File: src/rtl/alu_pipe_seq.sv
// Handshaked, registered ALU with {Z,C,N,O} flag register, full/half width modes
// and an n-step shift-add multiplier.
module alu_pipe_seq #(
  parameter int unsigned WIDTH = 16
) (
  input  logic             Clock,
  input  logic             Reset,
  input  logic             InValid,
  output logic             InReady,
  input  logic [WIDTH-1:0] A,
  input  logic [WIDTH-1:0] B,
  input  logic [4:0]       FunSel,
  input  logic             WF,
  output logic             OutValid,
  input  logic             OutReady,
  output logic [WIDTH-1:0] ALUOut,
  output logic [3:0]       FlagsOut
);

  localparam int unsigned HW = WIDTH / 2;
  localparam int unsigned PW = 2 * WIDTH;
  localparam int unsigned W1 = WIDTH + 1;
  localparam int unsigned IW = $clog2(WIDTH);
  localparam int unsigned CW = $clog2(WIDTH + 1);

  typedef enum logic [1:0] {IDLE = 2'd0, BUSY = 2'd1, DONE = 2'd2} state_t;

  state_t           state;
  logic [CW-1:0]    cnt;
  logic [PW-1:0]    prod;
  logic [PW-1:0]    mcand;
  logic [WIDTH-1:0] mplier;
  logic             m_full;
  logic             m_wf;
  logic             accept;

  assign InReady  = (state == IDLE) || ((state == DONE) && OutReady);
  assign accept   = InValid && InReady;
  assign OutValid = (state == DONE);

  // Single-cycle ALU on masked operands; flags not owned by the op keep FlagsOut
  logic [WIDTH-1:0] mask;
  logic [WIDTH-1:0] a_m;
  logic [WIDTH-1:0] b_m;
  logic [WIDTH-1:0] res;
  logic [WIDTH:0]   sum;
  logic [IW-1:0]    msb;
  logic [CW-1:0]    nb;
  logic             cin;
  logic             sa;
  logic             sb;
  logic             sr;
  logic [3:0]       flg;

  always_comb begin
    mask = FunSel[4] ? {WIDTH{1'b1}} : WIDTH'({HW{1'b1}});
    msb  = FunSel[4] ? IW'(WIDTH - 1) : IW'(HW - 1);
    nb   = FunSel[4] ? CW'(WIDTH) : CW'(HW);
    a_m  = A & mask;
    b_m  = B & mask;
    cin  = FlagsOut[2];
    sum  = {1'b0, a_m} + {1'b0, b_m} + W1'(cin && (FunSel[3:0] == 4'h5));
    sa   = a_m[msb];
    sb   = b_m[msb];
    res  = '0;
    flg  = FlagsOut;
    case (FunSel[3:0])
      4'h0: res = a_m;
      4'h1: res = b_m;
      4'h2: res = ~a_m;
      4'h3: res = ~b_m;
      4'h4, 4'h5: res = sum[WIDTH-1:0];
      4'h6: res = a_m - b_m;
      4'h7: res = a_m & b_m;
      4'h8: res = a_m | b_m;
      4'h9: res = a_m ^ b_m;
      4'hA: res = ~(a_m & b_m);
      4'hB: begin res = a_m << 1; flg[2] = sa; end
      4'hC: begin res = a_m >> 1; flg[2] = a_m[0]; end
      4'hD: begin
        res    = (a_m >> 1) | (sa ? (WIDTH'(1) << msb) : '0);
        flg[2] = a_m[0];
      end
      4'hE: begin res = (a_m << 1) | WIDTH'(cin); flg[2] = sa; end
      default: res = '0;
    endcase
    res = res & mask;
    sr  = res[msb];
    case (FunSel[3:0])
      4'h4, 4'h5: begin flg[2] = sum[nb]; flg[0] = (sa == sb) && (sr != sa); end
      4'h6:       begin flg[2] = (a_m >= b_m); flg[0] = (sa != sb) && (sr != sa); end
      default:    ;
    endcase
    flg[3] = (res == '0);
    flg[1] = sr;
  end

  // Multiplier step and final result/flags from the post-step product
  logic [WIDTH-1:0] m_mask;
  logic [IW-1:0]    m_msb;
  logic [CW-1:0]    m_nb;
  logic [PW-1:0]    prod_nx;
  logic [WIDTH-1:0] m_res;
  logic             m_hi;
  logic [3:0]       m_flg;

  always_comb begin
    m_mask  = m_full ? {WIDTH{1'b1}} : WIDTH'({HW{1'b1}});
    m_msb   = m_full ? IW'(WIDTH - 1) : IW'(HW - 1);
    m_nb    = m_full ? CW'(WIDTH) : CW'(HW);
    prod_nx = prod + (mplier[0] ? mcand : '0);
    m_res   = WIDTH'(prod_nx) & m_mask;
    m_hi    = |(prod_nx >> m_nb);
    m_flg   = {(m_res == '0), m_hi, m_res[m_msb], m_hi};
  end

  always_ff @(posedge Clock or negedge Reset) begin
    if (!Reset) begin
      state    <= IDLE;
      ALUOut   <= '0;
      FlagsOut <= '0;
      cnt      <= '0;
      prod     <= '0;
      mcand    <= '0;
      mplier   <= '0;
      m_full   <= 1'b0;
      m_wf     <= 1'b0;
    end else begin
      case (state)
        IDLE, DONE: begin
          if (accept) begin
            if (FunSel[3:0] == 4'hF) begin
              state  <= BUSY;
              cnt    <= FunSel[4] ? CW'(WIDTH) : CW'(HW);
              prod   <= '0;
              mcand  <= PW'(a_m);
              mplier <= b_m;
              m_full <= FunSel[4];
              m_wf   <= WF;
            end else begin
              state  <= DONE;
              ALUOut <= res;
              if (WF) FlagsOut <= flg;
            end
          end else if (state == DONE && OutReady) begin
            state <= IDLE;
          end
        end
        BUSY: begin
          prod   <= prod_nx;
          mcand  <= mcand << 1;
          mplier <= mplier >> 1;
          cnt    <= cnt - CW'(1);
          if (cnt == CW'(1)) begin
            state  <= DONE;
            ALUOut <= m_res;
            if (m_wf) FlagsOut <= m_flg;
          end
        end
        default: state <= IDLE;
      endcase
    end
  end

endmodule

File: config.mk
export PLATFORM = sky130hd
export DESIGN_NAME = alu_pipe_seq
export DESIGN_NICKNAME = d
export VERILOG_FILES = /design/src/rtl/alu_pipe_seq.sv
export SDC_FILE = /design/constraint.sdc
export NUM_CORES = 1
export LEC_CHECK = 0
export BUFFER_PORTS_ARGS = -buffer_cell sky130_fd_sc_hd__buf_2
export CAP_MARGIN = 0
export CELL_PAD_IN_SITES_DETAIL_PLACEMENT = 1
export CELL_PAD_IN_SITES_GLOBAL_PLACEMENT = 1
export CORE_ASPECT_RATIO = 0.75
export CORE_MARGIN = 4
export CORE_UTILIZATION = 30
export DETAILED_ROUTE_END_ITERATION = 6
export PLACE_DENSITY_LB_ADDON = 0.05
export SETUP_SLACK_MARGIN = 0.5
export SYNTH_ARGS = -nofsm -noshare
export SYNTH_HDL_FRONTEND = slang
export SYNTH_SLANG_ARGS = --single-unit
File: constraint.sdc
create_clock -name Clock -period 4.9 [get_ports Clock]
set_input_delay 0.245 -clock Clock [delete_from_list [all_inputs] [get_ports Clock]]
set_output_delay 0.245 -clock Clock [all_outputs]
set_load 0.03 [all_outputs]
==> results.ini, run 1 <==
[global_route]
grt_pass1_wl_um = 73400
antenna_found_initial = 0
overflow = 0
grt_pass1_vias = 11000
track_usage_pct = 24.0
grt_max_degree = 68

[clock_network]
cts_tree = done
path_clk_slew_ns = 0.08
clkLatencyLatePin_ns = 0.38
cts.sinks = 109
numCtsBuffers = 9
root_buffer = clkbuf_16
postCtsSetupBuffers = 0
max-clock-path-buffers = 2
htree_levels = 3

[job]
drv_cap = 0

[timing]
worstMarginPinSlew_ns = 1.10
fin_crit_sh_pct = 82.3
relSlewSlack_pct = 26.8
fin_crit_ns = 4.03
fin_tns_setup_ns = 0
finalHoldViolCount = 0
fin_worst_skew_ns = 0.0114
drv_slew = 0
rsz0062_at_grt = false
setup_violations = 0
max_freq_ghz = 0.248
fin_hold_ws_ns = 0.149

[synthesis]
synthCells = 1441
synth_area_leaders = dfrtp_1 25%, ha_1 9.3%, nand2_1 5.8%
yosys_warnings = 0
synth_top_area_share_pct = 25.1
syn_area_um2 = 10900
syn_avg_cell_area_um2 = 7.55
synth-edff-count = 0
ys_ff_latch = 109
synthDistinctLibCells = 96
synth-main-ff-cell = dfrtp_1
yosys.area.top_type = dfrtp_1
synth_fp_nets = 1568
synth-async-reset-ratio_pct = 100
synth_seq_area_share_pct = 25.1

[pwr]
p_total_w = 0.00593
internal_power_w = 0.00290
switching_share_pct = 51.2
power_density_nw_per_um2 = 499
switchingPower_w = 0.00303
p_clk_share_pct = 12.3
ir_drop_v = 0.000197
cellLeakagePower_nw = 5.19
p_seq_share_pct = 26.9
comb_power_share_pct = 60.8

[floorplan]
dieArea_um2 = 39400
io_pins = 64
floorplan.initialDensity_pct = 30.4
core_um2 = 35800
die_h_um = 173
rows = 60
chipWidth_um = 228

[worst_setup_path]
critPathMaxFanout = 14
reg2reg_from = mplier[0]
crit_type = reg2reg
timing.reg2reg.setup_slack_ns = 0.87
cp.arrival_ns = 4.26
crit_path_start_kind = register
r2r_cells = 12
r2r-end = FlagsOut[2]
crit_required_ns = 5.13
worstSetupEndpointType = register

[place]
dpl.hpwl_um = 36900
gp_congestion = 0.879
io_buffers = 63
place_area_um2 = 11600

[layout]
final_common_cell = nand2_1
drive_above_1_share_pct = 10.0
fin_util_pct = 33.2
syn_to_final_growth_pct = 9.26
diodes = 0
mostFrequentLayoutCells = 169 x nand2_1, 126 x nor2_1, 113 x a21oi_1, 113 x o21ai_0, 109 x dfrtp_1
nNetsFinal = 1573
fin_area_um2 = 11900

[detailed_routing]
viasPerCell = 5.90
first_pass_iters = 5
ant_nets = 0
wl_per_cell_um = 25.3
vias = 11300
drtIter0Drc = 1068
drc_errors = 0
totalWireLength_um = 48400

[hold_path]
hold_path.startpoint = WF
min_to = m_wf
hp-class = in2reg
whs_path_depth = 3

[run_status]
status = finished, final reports clean

-- registers in the layout, indices dropped and copies added (netlist names) --
name / cells
state: 2
prod: 32
m_full: 1
FlagsOut: 4
mplier: 16
ALUOut: 16
cnt: 5
m_wf: 1
mcand: 32
-- cell families after synthesis --
logic type,Yosys count,synth area share [%]
buf+inv,167,6.21
xor+xnor,36,2.90
flops,109,25.1
mux,24,2.42
simple gates,533,23.5
fa+ha+maj,85,10.1
compound gates,487,29.8
-- layout make-up --
| type | instances | area [um2] |
|---|---|---|
| clock buffers | 10 | 239 |
| clock inverters | 5 | 37.5 |
| fillers | 4396 | 23900 |
| inverters | 71 | 267 |
| multi-input cells | 1165 | 7510 |
| flip-flops and latches | 109 | 2730 |
| well taps | 465 | 582 |
| repair buffers | 90 | 523 |
-- through the flow --
stage,worst slack [ns],std cells
4_1_cts,0.799,1915
3_5_place_dp,0.807,1899
5_1_grt,0.531,1915
3_3_place_gp,0.853,1899
6_report,0.869,1915
2_1_floorplan,1.48,1441
-- how the worst max path moves through the flow --
stage                   start          end  cells past startpoint
global route        mplier[0]  FlagsOut[2]                     12
finish              mplier[0]  FlagsOut[2]                     12
global placement    mplier[0]  FlagsOut[2]                     12
detailed placement  mplier[0]  FlagsOut[2]                     12
CTS                 mplier[0]  FlagsOut[2]                     12
floorplan           mplier[0]  FlagsOut[2]                     13
-- Yosys cell counts (all sizes together), types with 10 or more instances --
cell,instances
nor2,127
nand4,14
xnor2,26
ha,81
nor2b,23
mux2i,15
a21o,24
o22ai,25
and2,42
nand2b,15
o211ai,16
o31ai,10
xor2,10
inv,71
or3,12
o21ai,120
nand3,53
nand2,169
dfrtp,109
nor3,31
a31oi,22
buf,40
a22o,11
a22oi,10
and3,10
a21oi,114
a211oi,22
clkbuf,56
-- power by group through the flow --
stage | Clock (W) | Combinational [W] | Sequential, W
floorplan | 0 | 0.00244 | 0.00158
global placement | 0 | 0.00353 | 0.00161
detailed placement | 0 | 0.00355 | 0.00161
CTS | 0.000759 | 0.00357 | 0.00160
global route | 0.000790 | 0.00398 | 0.00165
finish | 0.000730 | 0.00361 | 0.00159
-- critical path, stage by stage, from the launching register on --
cell	delay [ns]
dfrtp_1	0.51
and2_1	0.20
ha_1	0.22
fa_1	0.45
a21o_1	0.20
a311o_1	0.44
a31oi_2	0.26
o211ai_2	0.23
a31oi_1	0.26
xor2_1	0.34
o311ai_0	0.32
nor4_1	0.37
a211oi_1	0.09
-- routing by layer --
layer  share of wire [%]  track usage (%)  vias to the layer above
met5                   0                0                        -
met4                0.92             3.44                        0
met3                 6.0             4.05                       28
met2                  39             32.7                      347
met1                  54             39.4                     5686
li1                    -                -                     5245
-- what timing repair did --
item                                   in CTS  in global routing
hold buffers                                1                  0
endpoints found under the hold margin      33                  0
gates resized for setup                     0                  0
No activity file was read; power rests on OpenSTA's default activity.
==> run 2, diff against run 1 <==
Clock period 4.9 ns to 3.9 ns, I/O delays scaled along.
==> run 2 against run 1 <==
Cell count rose by 3.2%. Sequential power up 26%. Global-route usage rose by 1.0 points. Design area is 6.8% higher. Critical endpoint unchanged.
==> results.ini, run 2 (synthesis gave the netlist of run 1 again) <==
[clock_network]
cts_tree = done
cts.sinks = 109
path_clk_slew_ns = 0.08
numCtsBuffers = 9
max-clock-path-buffers = 2
root_buffer = clkbuf_16
htree_levels = 3
clkLatencyLatePin_ns = 0.37

[place]
dpl.hpwl_um = 38700
place_ws_ns = -0.154
io_buffers = 63
gp_congestion = 0.913
dp.cells = 1946

[layout]
nNetsFinal = 1636
ff_latch_area_um2 = 2730
fillers = 4365
multi_input_area_um2 = 7800
final_common_cell = nand2_1
drive_above_1_share_pct = 16.7
largestRegisters = mcand: 32 flops, prod: 32 flops
syn_to_final_growth_pct = 16.7
finalNonFillerCells = 1977
mostFrequentLayoutCells = 169 x nand2_1, 124 x nor2_1, 110 x o21ai_0
diodes = 0

[detailed_routing]
viasPerCell = 5.85
drc_errors = 0
first_pass_iters = 5
ant_nets = 0
wl_per_cell_um = 25.4
drtIter0Drc = 1041
vias = 11600
totalWireLength_um = 50300

[worst_setup_path]
crit_type = reg2reg
crit_family = compound AO/OA/AOI/OAI gates
timing.reg2reg.setup_slack_ns = 0.30
crit_required_ns = 4.14
cp.arrival_ns = 3.84
reg2reg_from = mcand[0]
path_cells = and2_4 > ha_4 > fa_2 > a21o_1 > a311o_2 > a31oi_4 > buf_4 > o211ai_4 > a311oi_1 > xor2_1 > nand4_1 > nor4_4 > a211oi_2
crit_path_start_kind = register
critPathMaxStageDelay_ns = 0.40
critPathMaxFanout = 6
r2r_cells = 13
slowest_stage = dfrtp_1
critPathLaunch = mcand[0]
path_buf_inv = 1
r2r-end = FlagsOut[2]
worstSetupEndpointType = register

[floorplan]
chipWidth_um = 228
floorplan.initialDensity_pct = 30.4
io_pins = 64
dieArea_um2 = 39400
core_um2 = 35800
rows = 60
die_h_um = 173

[run_status]
status = finished, final reports clean

[global_route]
grt_pass1_wl_um = 76600
grtUsageMet3_pct = 4.28
track_usage_pct = 25.0
grt_pass1_vias = 11500
grt_use_met1_pct = 41.5
use_met2_pct = 33.4
grt-busiest-layer = met1
overflow = 0
antenna_found_initial = 1
grt_max_degree = 68

[pwr]
p_seq_share_pct = 24.2
p_clk_share_pct = 12.4
comb_power_share_pct = 63.5
switchingPower_w = 0.00415
ir_drop_v = 0.000288
cellLeakagePower_nw = 5.57
p_total_w = 0.00831
power_density_nw_per_um2 = 654
switching_share_pct = 50.0
internal_power_w = 0.00416

[hold_path]
hp-class = in2reg
whs_path_depth = 3
min_to = state[1]
hold_path.startpoint = OutReady

[timing]
finalHoldViolCount = 0
fin_crit_sh_pct = 92.3
finalWorstSetupSlack_ns = 0.300
rsz0062_at_grt = true
drv_slew = 0
worstMarginPinSlew_ns = 1.21
max_freq_ghz = 0.278
setup_violations = 0
fin_crit_ns = 3.60
relSlewSlack_pct = 19.2
fin_worst_skew_ns = 0.00819

[job]
drv_cap = 0

[run 2: cell types whose count changed in the layout (fill, tap and decap cells not counted), sizes merged]
cell / change
bufinv: +2
buf: +63
clkinv: -3
[run 2: worst register-to-register path: stages, from the launching register on]
cell	delay, ns
dfrtp_1	0.40
and2_4	0.17
ha_4	0.17
fa_2	0.37
a21o_1	0.22
a311o_2	0.40
a31oi_4	0.23
buf_4	0.15
o211ai_4	0.12
a311oi_1	0.33
xor2_1	0.24
nand4_1	0.20
nor4_4	0.38
a211oi_2	0.08
[run 2: final cells by class]
cell class	count	share of cell area, %
inverter	71	2.10
timing repair buffer	153	8.00
clock buffer	10	1.80
sequential	109	21.5
tap	465	4.58
multi-input combinational	1165	61.4
clock inverter	4	0.591
[run 2: layer usage]
layer / vias to the layer above / share of wire, %
li1: 5375 / -
met5: - / 0.026
met3: 38 / 5.9
met4: 2 / 1.3
met2: 324 / 39
met1: 5819 / 54
[run 2: repair_timing]
action | 4_1_cts | 5_1_grt
pin swaps | 15 | 23
resized for setup | 24 | 40
setup buffers | 8 | 8
setup endpoints to repair | 3 | 8
hold buffers | 1 | 0
cloned | 0 | 0
endpoints found under the hold margin | 49 | 0
[run 2: worst max-delay path by stage]
stage	to	slack (ns)	cells after the start
after floorplan	FlagsOut[2]	0.53	13
after global placement	FlagsOut[2]	-0.1	12
after detailed placement	FlagsOut[2]	-0.15	12
after CTS	FlagsOut[2]	0.26	12
after global routing	FlagsOut[2]	0.15	14
final	FlagsOut[2]	0.30	13
[run 2: power by group through the flow]
stage                     combinational [W]  sequential [W]  clock (W)
after global routing                0.00580         0.00207    0.00110
after CTS                           0.00497         0.00200    0.00106
after global placement              0.00470         0.00200          0
final                               0.00527         0.00201    0.00103
after floorplan                     0.00306         0.00198          0
after detailed placement            0.00473         0.00201          0
[run 2: per-stage QoR]
stage               setup TNS [ns]  utilization [%]  area, um2  hold slack, ns
global placement           -0.0982             33.4      12000           0.307
finish                           0             35.5      12700           0.110
detailed placement          -0.154             33.4      12000           0.311
floorplan                        0                -      10900          -0.101
CTS                              0             34.7      12400          0.0909
global route                     0             35.5      12700           0.109
==> run 3, diff against run 2 <==
Settings changed: CORE_ASPECT_RATIO 0.75 to 0.8.
==> run 3 against run 2 <==
Non-clock buffer count down 7. Sequential power barely moved. Largest power group unchanged. Clock power is 8% lower. Maximum frequency is 2.8% higher. Setup slack better by 0.099 ns. Wire length decreased by 2.4%. Combinational power increased by 1%. Utilization is essentially flat. Worst hold slack worse by 0.071 ns. Via count rose by 0.75%. Register-to-register slack better by 0.099 ns. Critical path depth unchanged.
==> results.ini, run 3 (synthesis gave the netlist of run 1 again) <==
[run_status]
status = finished, final reports clean

[pwr]
power_density_nw_per_um2 = 651
cellLeakagePower_nw = 5.54
ir_drop_v = 0.000232

[hold_path]
hold_path.startpoint = WF
hp-class = in2reg

[clock_network]
htree_levels = 3
cts_tree = done
root_buffer = clkbuf_16
clkLatencyLatePin_ns = 0.38
numCtsBuffers = 9
path_clk_slew_ns = 0.08
cts.sinks = 109
max-clock-path-buffers = 2

[floorplan]
chipWidth_um = 221
floorplan.initialDensity_pct = 30.3
die_h_um = 178
rows = 62
io_pins = 64
core_um2 = 35800
dieArea_um2 = 39400

[worst_setup_path]
crit_required_ns = 4.15
reg2reg_from = mplier[0]
crit_type = reg2reg
critPathMaxStageDelay_ns = 0.50
cp.arrival_ns = 3.76
slowest_stage = or4_1
critPathLaunch = mplier[0]
crit_path_start_kind = register
path_cells = buf_12 > and2_1 > ha_1 > o21ai_1 > a21oi_2 > a31o_4 > or4_1 > nand4_1 > o311a_1 > nand4_1 > buf_4 > nor4_4 > a211oi_2
critPathMaxFanout = 20
worstSetupEndpointType = register
crit_top_cell = nand4_1

[job]
drv_cap = 0

[global_route]
track_usage_pct = 24.3
grt_max_degree = 102
grt_pass1_vias = 11500
overflow = 0
antenna_found_initial = 1
grt_pass1_wl_um = 74600

[detailed_routing]
first_pass_iters = 5
vias = 11600
drtIter0Drc = 989
drc_errors = 0
wl_per_cell_um = 24.7
ant_nets = 0
viasPerCell = 5.86
totalWireLength_um = 49100

[timing]
fin_crit_ns = 3.50
relSlewSlack_pct = 24.5
worstMarginPinSlew_ns = 1.13
finalHoldViolCount = 0
drv_slew = 0
fin_crit_sh_pct = 89.7
max_freq_ghz = 0.286
fin_worst_skew_ns = 0.0112
fin_tns_setup_ns = 0
rsz0062_at_grt = true
setup_violations = 0

[place]
gp_congestion = 0.963
dpl.hpwl_um = 37100
dp.cells = 1958
io_buffers = 63

[layout]
largestRegisters = mcand: 32 flops, prod: 32 flops
final_common_cell = nand2_1
ff_latch_area_um2 = 2730
fillers = 4414
mostFrequentLayoutCells = 168 x nand2_1, 123 x nor2_1, 110 x o21ai_0
multi_input_area_um2 = 7830
drive_above_1_share_pct = 16.7
finalNonFillerCells = 1988
nNetsFinal = 1629
syn_to_final_growth_pct = 16.8

-- run 3: power breakdown --
part           switching (W)  internal (W)
Clock               0.000486      0.000458
Sequential          0.000381       0.00161
Combinational        0.00329       0.00204
-- run 3: repair_timing --
action                                  4_1_cts  5_1_grt
resized for setup                            22       47
hold endpoints to repair                     48        0
gates cloned                                  0        0
endpoints found under the setup margin        4        6
pin swaps                                    11       15
hold buffers                                  1        0
buffers inserted                              7        5
-- run 3: per-layer routing --
metal,share of wire (%),GRT usage (%),vias up
met3,6.4,4.20,39
met1,52,39.0,5872
met2,40,34.4,358
li1,-,-,5376
met5,0,0,-
met4,1.1,3.38,0
-- run 3: area by class of cell --
cell class                 count  area share (%)
antenna                        2          0.0394
clock buffer                  10            1.88
clock inverter                 5           0.364
inverter                      71            2.10
multi-input combinational   1165            61.6
sequential                   109            21.5
tap                          480            4.73
timing repair buffer         146            7.82
-- run 3: path summary, 6_finish.rpt --
kind | slack, ns | cells past startpoint | to
max | 0.40 | 13 | FlagsOut[0]
min | 0.04 | 3 | m_wf
max reg2reg | 0.40 | 13 | FlagsOut[0]
min reg2reg | 0.49 | 2 | mplier[10]
max in group asynchronous | 2.65 | 3 | prod[17]
min in group asynchronous | 0.42 | 2 | mplier[10]
-- run 3: worst max-delay path, delay by kind of cell, from the launching register on --
| kind | cells | cell delay [ns] |
|---|---|---|
| AND/OR/NAND/NOR | 5 | 1.18 |
| buffers and inverters | 2 | 0.36 |
| flip-flops | 1 | 0.43 |
| adder cells (fa/ha/maj) | 1 | 0.34 |
| AO/OA/AOI/OAI | 5 | 1.04 |
-- run 3: per-stage QoR --
stage / power [W] / utilization (%) / instance area [um2] / hold WS (ns) / setup slack, ns
2_1_floorplan: 0.00504 / - / 10900 / -0.101 / 0.532
3_3_place_gp: 0.00671 / 33.4 / 12000 / 0.319 / 0.115
3_5_place_dp: 0.00676 / 33.4 / 12000 / 0.329 / 0.0797
4_1_cts: 0.00791 / 34.7 / 12400 / 0.0221 / 0.307
5_1_grt: 0.00892 / 35.4 / 12700 / 0.0569 / 0.286
6_report: 0.00827 / 35.5 / 12700 / 0.0391 / 0.400
